--- src/rtl/key_debounce_pkg.sv ---
// Shared types and sizing helpers for the push-button debounce array.
package key_debounce_pkg;

  typedef enum logic [1:0] {
    ST_RELEASED     = 2'd0,
    ST_PRESS_WAIT   = 2'd1,
    ST_HELD         = 2'd2,
    ST_RELEASE_WAIT = 2'd3
  } key_state_e;

  // Bits needed to hold 0..max_val; never narrower than one bit.
  function automatic int unsigned cnt_width(input longint unsigned max_val);
    int unsigned w;
    w = $clog2(max_val + 64'd1);
    return (w == 0) ? 1 : w;
  endfunction

endpackage

--- src/rtl/key_debounce_ch.sv ---
// One push-button channel: 2-flop synchroniser, debounce FSM, long-press and
// auto-repeat timing with deferral of events that fall due mid-release-check.
module key_debounce_ch
  import key_debounce_pkg::*;
#(
  parameter bit          ACTIVE_LOW      = 1'b1,
  parameter int unsigned DEBOUNCE_CYCLES = 250000,
  parameter int unsigned LONG_CYCLES     = 50000000,
  parameter int unsigned REPEAT_CYCLES   = 10000000
) (
  input  logic i_clk,
  input  logic i_reset,
  input  logic i_key_raw,
  output logic o_key_level,
  output logic o_press,
  output logic o_release,
  output logic o_long_press,
  output logic o_repeat
);

  localparam int unsigned DB_W     = cnt_width(DEBOUNCE_CYCLES);
  localparam int unsigned HOLD_W   = cnt_width(LONG_CYCLES);
  localparam int unsigned REP_W    = cnt_width(REPEAT_CYCLES);
  // Worst-case backlog: everything falling due during one release check.
  localparam int unsigned PEND_MAX = (REPEAT_CYCLES == 0) ? 1
                                   : (DEBOUNCE_CYCLES / REPEAT_CYCLES) + 2;
  localparam int unsigned PEND_W   = cnt_width(PEND_MAX);

  localparam logic [DB_W-1:0]   DB_TARGET   = DB_W'(DEBOUNCE_CYCLES);
  localparam logic [HOLD_W-1:0] HOLD_TARGET = HOLD_W'(LONG_CYCLES);
  localparam logic [REP_W-1:0]  REP_TARGET  = REP_W'(REPEAT_CYCLES);
  localparam logic [PEND_W-1:0] PEND_TOP    = PEND_W'(PEND_MAX);

  logic [1:0]        r_sync;
  key_state_e        r_state;
  logic [DB_W-1:0]   r_db_cnt;
  logic [HOLD_W-1:0] r_hold_cnt;
  logic [REP_W-1:0]  r_rep_cnt;
  logic [PEND_W-1:0] r_pend;
  logic              r_long_sent;
  logic              r_level;
  logic              r_press;
  logic              r_release;
  logic              r_long;
  logic              r_repeat;

  logic              w_pressed;
  key_state_e        w_state_nxt;
  logic [DB_W-1:0]   w_db_nxt;
  logic [DB_W-1:0]   w_db_inc;
  logic [HOLD_W-1:0] w_hold_nxt;
  logic [HOLD_W-1:0] w_hold_inc;
  logic [REP_W-1:0]  w_rep_nxt;
  logic [REP_W-1:0]  w_rep_inc;
  logic [PEND_W-1:0] w_pend_nxt;
  logic              w_long_sent_nxt;
  logic              w_level_nxt;
  logic              w_press_nxt;
  logic              w_release_nxt;
  logic              w_long_nxt;
  logic              w_repeat_nxt;
  logic              w_timing;
  logic              w_due;
  logic              w_emit;

  always_ff @(posedge i_clk) begin
    if (i_reset) begin
      r_sync <= {2{ACTIVE_LOW}};
    end else begin
      r_sync <= {r_sync[0], i_key_raw};
    end
  end

  assign w_pressed  = r_sync[1] ^ ACTIVE_LOW;
  assign w_db_inc   = r_db_cnt + DB_W'(1);
  assign w_hold_inc = r_hold_cnt + HOLD_W'(1);
  assign w_rep_inc  = r_rep_cnt + REP_W'(1);

  always_comb begin
    w_state_nxt     = r_state;
    w_db_nxt        = r_db_cnt;
    w_hold_nxt      = r_hold_cnt;
    w_rep_nxt       = r_rep_cnt;
    w_pend_nxt      = r_pend;
    w_long_sent_nxt = r_long_sent;
    w_level_nxt     = r_level;
    w_press_nxt     = 1'b0;
    w_release_nxt   = 1'b0;
    w_long_nxt      = 1'b0;
    w_repeat_nxt    = 1'b0;
    w_timing        = 1'b0;
    w_due           = 1'b0;
    w_emit          = 1'b0;

    case (r_state)
      ST_RELEASED: begin
        if (w_pressed) begin
          w_state_nxt = ST_PRESS_WAIT;
          w_db_nxt    = '0;
        end
      end
      ST_PRESS_WAIT: begin
        if (!w_pressed) begin
          w_state_nxt = ST_RELEASED;
          w_db_nxt    = '0;
        end else if (w_db_inc == DB_TARGET) begin
          w_state_nxt     = ST_HELD;
          w_db_nxt        = '0;
          w_level_nxt     = 1'b1;
          w_press_nxt     = 1'b1;
          w_hold_nxt      = '0;
          w_rep_nxt       = '0;
          w_pend_nxt      = '0;
          w_long_sent_nxt = 1'b0;
        end else begin
          w_db_nxt = w_db_inc;
        end
      end
      ST_HELD: begin
        w_timing = 1'b1;
        if (!w_pressed) begin
          w_state_nxt = ST_RELEASE_WAIT;
          w_db_nxt    = '0;
        end
      end
      ST_RELEASE_WAIT: begin
        if (w_pressed) begin
          w_state_nxt = ST_HELD;
          w_db_nxt    = '0;
          w_timing    = 1'b1;
        end else if (w_db_inc == DB_TARGET) begin
          w_state_nxt   = ST_RELEASED;
          w_db_nxt      = '0;
          w_level_nxt   = 1'b0;
          w_release_nxt = 1'b1;
          w_pend_nxt    = '0;
        end else begin
          w_db_nxt = w_db_inc;
          w_timing = 1'b1;
        end
      end
      default: begin
        w_state_nxt = ST_RELEASED;
        w_db_nxt    = '0;
      end
    endcase

    // Hold time keeps running through release checks; due events queue in
    // r_pend and drain one per cycle once the channel is back in HELD.
    if (w_timing) begin
      if (r_hold_cnt != HOLD_TARGET) begin
        w_hold_nxt = w_hold_inc;
        w_due      = (w_hold_inc == HOLD_TARGET);
      end else if (REPEAT_CYCLES != 0) begin
        if (w_rep_inc == REP_TARGET) begin
          w_rep_nxt = '0;
          w_due     = 1'b1;
        end else begin
          w_rep_nxt = w_rep_inc;
        end
      end

      w_emit = (w_state_nxt == ST_HELD) && (w_due || (r_pend != '0));

      if (w_due && !w_emit) begin
        if (r_pend != PEND_TOP) begin
          w_pend_nxt = r_pend + PEND_W'(1);
        end
      end else if (!w_due && w_emit) begin
        w_pend_nxt = r_pend - PEND_W'(1);
      end

      if (w_emit) begin
        if (r_long_sent) begin
          w_repeat_nxt = 1'b1;
        end else begin
          w_long_nxt      = 1'b1;
          w_long_sent_nxt = 1'b1;
        end
      end
    end
  end

  always_ff @(posedge i_clk) begin
    if (i_reset) begin
      r_state     <= ST_RELEASED;
      r_db_cnt    <= '0;
      r_hold_cnt  <= '0;
      r_rep_cnt   <= '0;
      r_pend      <= '0;
      r_long_sent <= 1'b0;
      r_level     <= 1'b0;
      r_press     <= 1'b0;
      r_release   <= 1'b0;
      r_long      <= 1'b0;
      r_repeat    <= 1'b0;
    end else begin
      r_state     <= w_state_nxt;
      r_db_cnt    <= w_db_nxt;
      r_hold_cnt  <= w_hold_nxt;
      r_rep_cnt   <= w_rep_nxt;
      r_pend      <= w_pend_nxt;
      r_long_sent <= w_long_sent_nxt;
      r_level     <= w_level_nxt;
      r_press     <= w_press_nxt;
      r_release   <= w_release_nxt;
      r_long      <= w_long_nxt;
      r_repeat    <= w_repeat_nxt;
    end
  end

  assign o_key_level  = r_level;
  assign o_press      = r_press;
  assign o_release    = r_release;
  assign o_long_press = r_long;
  assign o_repeat     = r_repeat;

endmodule

--- src/rtl/key_debounce_array.sv ---
// Array of independent debounced push-button channels sharing one clock.
module key_debounce_array
  import key_debounce_pkg::*;
#(
  parameter int unsigned NUM_KEYS        = 4,
  parameter bit          ACTIVE_LOW      = 1'b1,
  parameter int unsigned DEBOUNCE_CYCLES = 250000,
  parameter int unsigned LONG_CYCLES     = 50000000,
  parameter int unsigned REPEAT_CYCLES   = 10000000
) (
  input  logic                i_CLOCK_50,
  input  logic                i_reset,
  input  logic [NUM_KEYS-1:0] i_key_raw,
  output logic [NUM_KEYS-1:0] o_key_level,
  output logic [NUM_KEYS-1:0] o_press,
  output logic [NUM_KEYS-1:0] o_release,
  output logic [NUM_KEYS-1:0] o_long_press,
  output logic [NUM_KEYS-1:0] o_repeat
);

  for (genvar g = 0; g < NUM_KEYS; g++) begin : g_ch
    key_debounce_ch #(
      .ACTIVE_LOW      (ACTIVE_LOW),
      .DEBOUNCE_CYCLES (DEBOUNCE_CYCLES),
      .LONG_CYCLES     (LONG_CYCLES),
      .REPEAT_CYCLES   (REPEAT_CYCLES)
    ) u_ch (
      .i_clk        (i_CLOCK_50),
      .i_reset      (i_reset),
      .i_key_raw    (i_key_raw[g]),
      .o_key_level  (o_key_level[g]),
      .o_press      (o_press[g]),
      .o_release    (o_release[g]),
      .o_long_press (o_long_press[g]),
      .o_repeat     (o_repeat[g])
    );
  end

endmodule

--- config.mk ---
export PLATFORM = sky130hd
export DESIGN_NAME = key_debounce_array
export DESIGN_NICKNAME = d
export VERILOG_FILES = /design/src/rtl/key_debounce_pkg.sv /design/src/rtl/key_debounce_ch.sv /design/src/rtl/key_debounce_array.sv
export SDC_FILE = /design/constraint.sdc
export NUM_CORES = 1
export LEC_CHECK = 0
export CAP_MARGIN = 20
export CORE_MARGIN = 4
export CORE_UTILIZATION = 35
export DETAILED_ROUTE_END_ITERATION = 10
export GPL_TIMING_DRIVEN = 0
export SYNTH_ARGS = -nofsm -noshare
export SYNTH_HDL_FRONTEND = slang
export SYNTH_SLANG_ARGS = --single-unit
--- constraint.sdc ---
create_clock -name i_CLOCK_50 -period 5.12 [get_ports i_CLOCK_50]
set_clock_uncertainty 0.2 [all_clocks]
set_input_delay 1.28 -clock i_CLOCK_50 [delete_from_list [all_inputs] [get_ports i_CLOCK_50]]
set_output_delay 1.28 -clock i_CLOCK_50 [all_outputs]
set_load 0.01 [all_outputs]
==> metrics.csv, run 1 <==
metric;value;unit
status;completed;
met2 Track Usage GR;28.5;%
setup TNS;0;ns
Main synth FF type;dfxtp_1;
largest family of logic cells by synthesized area;simple AND/OR/NAND/NOR gates;
I/O pin cnt;26;
largest net degree at the start of global routing;14;
worst vdd ir;0.186;mV
Fmax achieved;0.216;GHz
Max FO, Critical Path;9;
Die ar.;62900;um^2
P_leak;7.54;nW
Post-DRT Antenna Nets;0;
maxcap violations;0;
top-area cell type share of the netlist area;31.1;%
Seq cells post-synth;320;
number of global-route vias before repair;18500;
Vias/cell;5.71;
YS warnings;0;
Avg WL per Cell;16.5;um
area delta synth->final;12.5;%
fin area;23200;um^2
via count;21000;
# port buffers;25;
Async SR Flop Fraction;0;%
hold-fix buffers at CTS;0;
Post-synth EDFFs;0;
final HPWL from detailed placement;42400;um
Syn Area/Cell;7.35;um^2
chip width;251;um
minimum clock period;4.62;ns
Worst EP arrival;4.90;ns
number of gates resized after cts;0;
core area;58000;um^2
crit path launch type;register;
# H-tree levels;2;
clock buffer count from CTS;40;
unrepaired setup endpoints after global routing;false;
final core occ;40.0;%
Cell Area, Synth;20600;um^2
WP data required;5.39;ns
Post-synth top cells;320 x dfxtp_1, 301 x a21oi_1, 293 x nor2_1, 202 x nand2_1, 170 x nand3_1;
period utilization;90.3;%
Worst Setup End Kind;register;
power density cells;240;nW/um^2
ratio of cells with drive above 1 in the final layout;6.16;%
post-CTS repair timing setup buffer count;0;
Die Height;251;um
post-synthesis mux area share;1.15;%
Post-Synthesis Cells;2806;
initial DRC count;1541;
Finished Layout Cells;3671;
post-synthesis adder-cell area fraction;1.94;%
crit path kind;register to register;
top post-synthesis cells by area;dfxtp_1 31%, a21oi_1 7.3%, nor2_1 5.3%;
Synth Area in Compound Gates;23.0;%
clock latency reported for the late side of the worst-skew pair;0.59;ns
count of cell types in the netlist;88;
simple-gate share of the synthesized area;33.5;%
WHS;0.206;ns
Synth Net Count;2844;
met1 Track Usage GR;27.2;%
drt drc;0;
gr ovfl total;0;
M3 GR Usage;2.87;%
root buffer cell;clkbuf_16;
Hold/Removal Path Class;register to register;
Placed Area;21800;um^2
sequential area share after synthesis;31.1;%
global-route layer with the greatest usage;met2;
Initial Util;35.5;%
final hold viol count;0;
first-pass iteration count of the detailed router;6;
first-pass GRT wire length;98700;um
NumNets Final;2912;
Least-Margin Pin Slew;1.14;ns
Reg clk slew, reported paths;0.05;ns
initial antenna violation count;1;
routability-driven placement congestion ratio;0.906;
final WL;60700;um
CTS tree;yes;
most numerous cell in the Yosys netlist;dfxtp_1;
Synth Area in XOR/XNOR;3.31;%
Final setup viols;0;
overall routing resource usage;18.5;%
Max transition margin;21.8;%
Post-Place Cells;3597;
largest area contributor in the netlist;dfxtp_1;
clk sinks;320;
Row Count;88;
Max Transition Viols Final;0;
CTS max path bufs;3;
cell usage in the layout, fill, tap and decap left out, types with 14 or more instances in the layout:
| cell type | n |
|---|---|
| a211oi_1 | 56 |
| and2_1 | 35 |
| a31oi_1 | 55 |
| nand2_1 | 202 |
| nor2b_1 | 14 |
| clkbuf_16 | 41 |
| nand2b_1 | 22 |
| nand4b_1 | 23 |
| mux2i_1 | 18 |
| and4_1 | 41 |
| dfxtp_1 | 320 |
| clkdlybuf4s50_1 | 25 |
| or4_1 | 26 |
| nor2_1 | 293 |
| buf_2 | 34 |
| ha_1 | 32 |
| or3_1 | 59 |
| a21oi_1 | 301 |
| xor2_1 | 26 |
| o21ai_0 | 163 |
| inv_1 | 68 |
| xnor2_1 | 52 |
| clkbuf_1 | 171 |
| o31ai_1 | 15 |
| nand3_1 | 170 |
| and3_1 | 82 |
| buf_4 | 23 |
| a311oi_1 | 17 |
| clkinv_2 | 15 |
| nor4_1 | 45 |
| or2_2 | 15 |
| nor3b_1 | 21 |
| nand4_1 | 88 |
| a22oi_1 | 15 |
| nor3_1 | 84 |
| nand3b_1 | 33 |
registers in the layout (all words and copies together), names as in the netlist:
name and flops:
g_ch.u_ch.o_press 4, g_ch.u_ch.r_db_cnt 72, g_ch.u_ch.r_pend 8, g_ch.u_ch.o_long_press 4, g_ch.u_ch.r_state 8, g_ch.u_ch.r_long_sent 4
g_ch.u_ch.o_repeat 4, g_ch.u_ch.o_key_level 4, g_ch.u_ch.o_release 4, g_ch.u_ch.r_hold_cnt 104, g_ch.u_ch.r_sync 8, g_ch.u_ch.r_rep_cnt 96
cell type report:
cell class / count / area, um^2
fillers: 6011 / 34800
multi-input cells: 2191 / 13000
clock buffers: 50 / 1110
diodes: 1 / 2.50
repair buffers: 26 / 255
plain buffers: 226 / 977
clock inverters: 23 / 250
flip-flops and latches: 320 / 6410
inverters: 69 / 259
well taps: 765 / 957
stage by stage:
| stage | total power [mW] | setup WS (ns) |
|---|---|---|
| after floorplan | 2.61 | 1.84 |
| after global placement | 2.68 | 0.453 |
| after detailed placement | 2.68 | 0.465 |
| after CTS | 5.65 | 0.692 |
| after global routing | 5.77 | 0.269 |
| final | 5.57 | 0.496 |
logic make-up after synthesis:
group	Yosys count
AO/OA/AOI/OAI	770
buffers and inverters	295
adder cells (fa/ha/maj)	32
multiplexers	23
flip-flops	320
XOR/XNOR	78
AND/OR/NAND/NOR	1288
power by group:
group	total, mW	leakage [nW]	internal, mW	switching [mW]
sequential	2.50	2.58	2.49	0.00243
clock	2.95	0.681	1.75	1.19
combinational	0.123	4.28	0.0243	0.0987
critical path, cell delays in order (launching register included):
cell and delay (ns):
dfxtp_1 0.45, ha_1 0.18, buf_2 0.20, nand3_1 0.15
nor4_1 0.80, xnor2_1 0.13, or4_1 0.41, a2111oi_0 0.97
a32oi_1 0.35, a21boi_0 0.47, nor3b_1 0.22
final timing paths:
path                                   start                         to  slack, ns  depth (start not counted)
setup / recovery  g_ch[0].u_ch.r_hold_cnt[0]  g_ch[0].u_ch.o_long_press       0.50                         10
hold / removal        g_ch[0].u_ch.r_sync[0]     g_ch[0].u_ch.r_sync[1]       0.21                          1
setup reg to reg  g_ch[0].u_ch.r_hold_cnt[0]  g_ch[0].u_ch.o_long_press       0.50                         10
hold reg to reg       g_ch[0].u_ch.r_sync[0]     g_ch[0].u_ch.r_sync[1]       0.21                          1
per-layer routing:
layer,vias up,wire (um)
li1,10500,-
met1,9847,29800
met2,525,26500
met3,72,3350
met4,0,1110
met5,-,0
No activity file was read; power rests on OpenSTA's default activity.
==> run 2, diff against run 1 <==
--- a/config.mk
+++ b/config.mk
@@ -6,10 +6,10 @@
 export NUM_CORES = 1
 export LEC_CHECK = 0
 export CAP_MARGIN = 20
-export CORE_MARGIN = 4
 export CORE_UTILIZATION = 35
 export DETAILED_ROUTE_END_ITERATION = 10
 export GPL_TIMING_DRIVEN = 0
 export SYNTH_ARGS = -nofsm -noshare
 export SYNTH_HDL_FRONTEND = slang
+export SYNTH_HIERARCHICAL = 1
 export SYNTH_SLANG_ARGS = --single-unit
==> metrics.csv, run 2 <==
metric;value;unit;change
status;completed;;
Post-synth top cells;320 x dfxtp_1, 294 x a21oi_1, 271 x nor2_1, 221 x nand2_1, 208 x o21ai_0;;
Top Layer Used;met4;;
P_leak;7.94;nW;+5.4%
Worst Setup End Kind;register;;
routability-driven placement congestion ratio;0.938;;+3.5%
I/O pin cnt;26;;unchanged
Reg clk slew, reported paths;0.05;ns;about the same
Avg WL per Cell;16.2;um;-2.0%
maxcap violations;0;;unchanged
WP data required;5.34;ns;-0.05 ns
Worst path most repeated cell;buf_2;;
Worst EP arrival;4.38;ns;-0.52 ns
simple-gate share of the synthesized area;36.2;%;+2.6 points
worst vdd ir;0.234;mV;+26%
Largest regs;g_ch.u_ch/r_hold_cnt: 104 flops, g_ch.u_ch/r_rep_cnt: 96 flops, g_ch.u_ch/r_db_cnt: 72 flops;;
core area;62100;um^2;+6.9%
Largest register FFs;104;;unchanged
gr ovfl total;0;;unchanged
unrepaired setup endpoints after global routing;false;;
final HPWL from detailed placement;43900;um;+3.6%
filler cell count;6473;;+7.7%
Main synth FF type;dfxtp_1;;
Final setup viols;0;;unchanged
root buffer cell;clkbuf_16;;
initial antenna violation count;0;;-1
Tot Pwr;5.74;mW;+3.0%
minimum clock period;4.17;ns;-0.457 ns
largest net degree at the start of global routing;12;;-2
top post-synthesis cells by area;dfxtp_1 29%, a21oi_1 6.7%, o21ai_0 4.7%;;
overall routing resource usage;19.3;%;+0.85 points
Multi-input gate area;14400;um^2;+11%
chip width;253;um;+1.1%
Initial Util;35.6;%;+0.10 points
Die ar.;64200;um^2;+2.1%
# port buffers;25;;unchanged
area delta synth->final;12.4;%;
CTS max path bufs;3;;unchanged
post-CTS repair timing setup buffer count;0;;unchanged
final antenna diode count;0;;-1
crit path launch type;register;;
Post-Route M1 WL;30600;um;+2.8%
NumNets Final;3088;;+6.0%
most frequent cells in the layout;320 x dfxtp_1, 294 x a21oi_1, 271 x nor2_1;;
Fmax achieved;0.240;GHz;+11%
number of global-route vias before repair;20300;;+9.6%
Vias/cell;5.75;;+0.76%
Die Height;253;um;+1.1%
Seq cells post-synth;320;;unchanged
Row Count;91;;+3.4%
largest area contributor in the netlist;dfxtp_1;;
critical path's slowest cell;dfxtp_1;;
Hold/Removal Path Class;register to register;;
number of gates resized after cts;0;;unchanged
clock buffer count from CTS;42;;+5.0%
Max FO, Critical Path;10;;+1
hold-fix buffers at CTS;0;;unchanged
most common cell after layout, fill and taps aside;dfxtp_1;;
period utilization;81.4;%;-8.9 points
Cell Area, Synth;22100;um^2;+7.2%
met3 routed wirelength;2960;um;-12%
clk sinks;320;;unchanged
Post-DRT Antenna Nets;0;;unchanged
crit-path cells;ha_1, nand4_2, nor4_2, xnor2_1, a211oi_1, o2111ai_2, buf_2, o21bai_2, buf_2, buf_2, nor2_1, o21ai_0, a21oi_1;;
via count;22500;;+7.5%
initial DRC count;1790;;+16%
post-synthesis adder-cell area fraction;1.81;%;-0.13 points
Top reg by flops;g_ch.u_ch/r_hold_cnt;;
top-area cell type share of the netlist area;29.0;%;-2.1 points
ratio of cells with drive above 1 in the final layout;8.54;%;+2.4 points
largest family of logic cells by synthesized area;simple AND/OR/NAND/NOR gates;;
drt drc;0;;unchanged
setup TNS;0;ns;unchanged
Synth Area in XOR/XNOR;1.51;%;-1.8 points
most numerous cell in the Yosys netlist;dfxtp_1;;
Worst path max stage delay;0.49;ns;-0.48 ns
post-synthesis mux area share;1.32;%;+0.18 points
Synth Net Count;3019;;+6.2%
Async SR Flop Fraction;0;%;unchanged
final WL;63500;um;+4.5%
count of cell types in the netlist;103;;+17%
first-pass iteration count of the detailed router;5;;-1
Syn Area/Cell;7.42;um^2;+0.95%
flop2flop setup slack;0.95;ns;+0.46 ns
register area;6410;um^2;unchanged
power density cells;231;nW/um^2;-3.8%
crit path kind;register to register;;
final hold viol count;0;;unchanged
clock latency reported for the late side of the worst-skew pair;0.57;ns;-0.02 ns
sequential area share after synthesis;29.0;%;-2.1 points
Post-synth EDFFs;0;;unchanged
# H-tree levels;2;;unchanged
Synth Area in Compound Gates;24.3;%;+1.3 points
metal2 WL;28200;um;+6.6%
YS warnings;6;;+6
CTS tree;yes;;
Post-Synthesis Cells;2981;;+6.2%
Max Transition Viols Final;0;;unchanged
Max transition margin;43.2;%;+21 points
first-pass GRT wire length;104000;um;+5.7%
Least-Margin Pin Slew;0.830;ns;-0.313 ns
==> run 2: changes by cell type after synthesis, sizes merged, moves of 17 or more <==
cell,before,now
or3,59,102
nand2,202,222
clkbuf,168,147
nand4b,23,40
o21ai,170,231
or4,26,49
nor2,293,271
nand3,171,147
and3,82,55
inv,68,86
buf,58,77
xnor2,52,24
nor2b,14,37
==> run 2: logic make-up after synthesis <==
| family | after synthesis |
|---|---|
| XOR/XNOR | 38 |
| flip-flops | 320 |
| buffers and inverters | 310 |
| AO/OA/AOI/OAI | 857 |
| AND/OR/NAND/NOR | 1396 |
| adder cells (fa/ha/maj) | 32 |
| multiplexers | 28 |
==> run 2: power breakdown <==
group	leakage [nW]	switching, mW	internal (mW)
combinational	4.67	0.0921	0.0251
clock	0.693	1.18	1.94
sequential	2.58	0.00149	2.49
total	7.94	1.27	4.46
==> run 2: layout make-up <==
| class | instances | share of cell area, % |
|---|---|---|
| tap | 837 | 4.22 |
| timing repair buffer | 25 | 1.01 |
| sequential | 320 | 25.8 |
| inverter | 86 | 1.30 |
| clock inverter | 16 | 1.09 |
| multi-input combinational | 2351 | 58.0 |
| buffer | 224 | 3.95 |
| clock buffer | 56 | 4.69 |
==> run 2: path summary, 6_finish.rpt <==
| check | from | to | cells after the start |
|---|---|---|---|
| setup reg to reg | g_ch[2].u_ch/r_db_cnt[0] | g_ch[2].u_ch/r_hold_cnt[15] | 13 |
| hold / removal | g_ch[2].u_ch/r_sync[0] | g_ch[2].u_ch/r_sync[1] | 1 |
| hold reg to reg | g_ch[2].u_ch/r_sync[0] | g_ch[2].u_ch/r_sync[1] | 1 |
| setup / recovery | g_ch[2].u_ch/r_db_cnt[0] | g_ch[2].u_ch/r_hold_cnt[15] | 13 |
==> run 2: routing by layer <==
layer	vias to the layer above	global-route usage, %
li1	11300	-
met1	10600	26.7
met2	531	30.8
met3	124	2.34
met4	0	6.55
met5	-	0
==> run 2: stage by stage <==
stage          setup slack, ns  util [%]  hold slack [ns]  area [um^2]  cells
2_1_floorplan             1.90         -            0.189        22100   2981
3_3_place_gp             0.747      37.7            0.192        23400   3843
3_5_place_dp             0.767      37.7            0.192        23400   3843
4_1_cts                   1.05      40.0            0.202        24800   3915
5_1_grt                  0.633      40.0            0.216        24800   3915
6_report                 0.952      40.0            0.203        24800   3915
==> run 2: critical path: cells and delay by family (launching register included) <==
family / cells / cell delay [ns]
fa+ha+maj: 1 / 0.34
flops: 1 / 0.49
xor+xnor: 1 / 0.17
compound gates: 5 / 1.32
buf+inv: 3 / 0.92
simple gates: 3 / 0.58
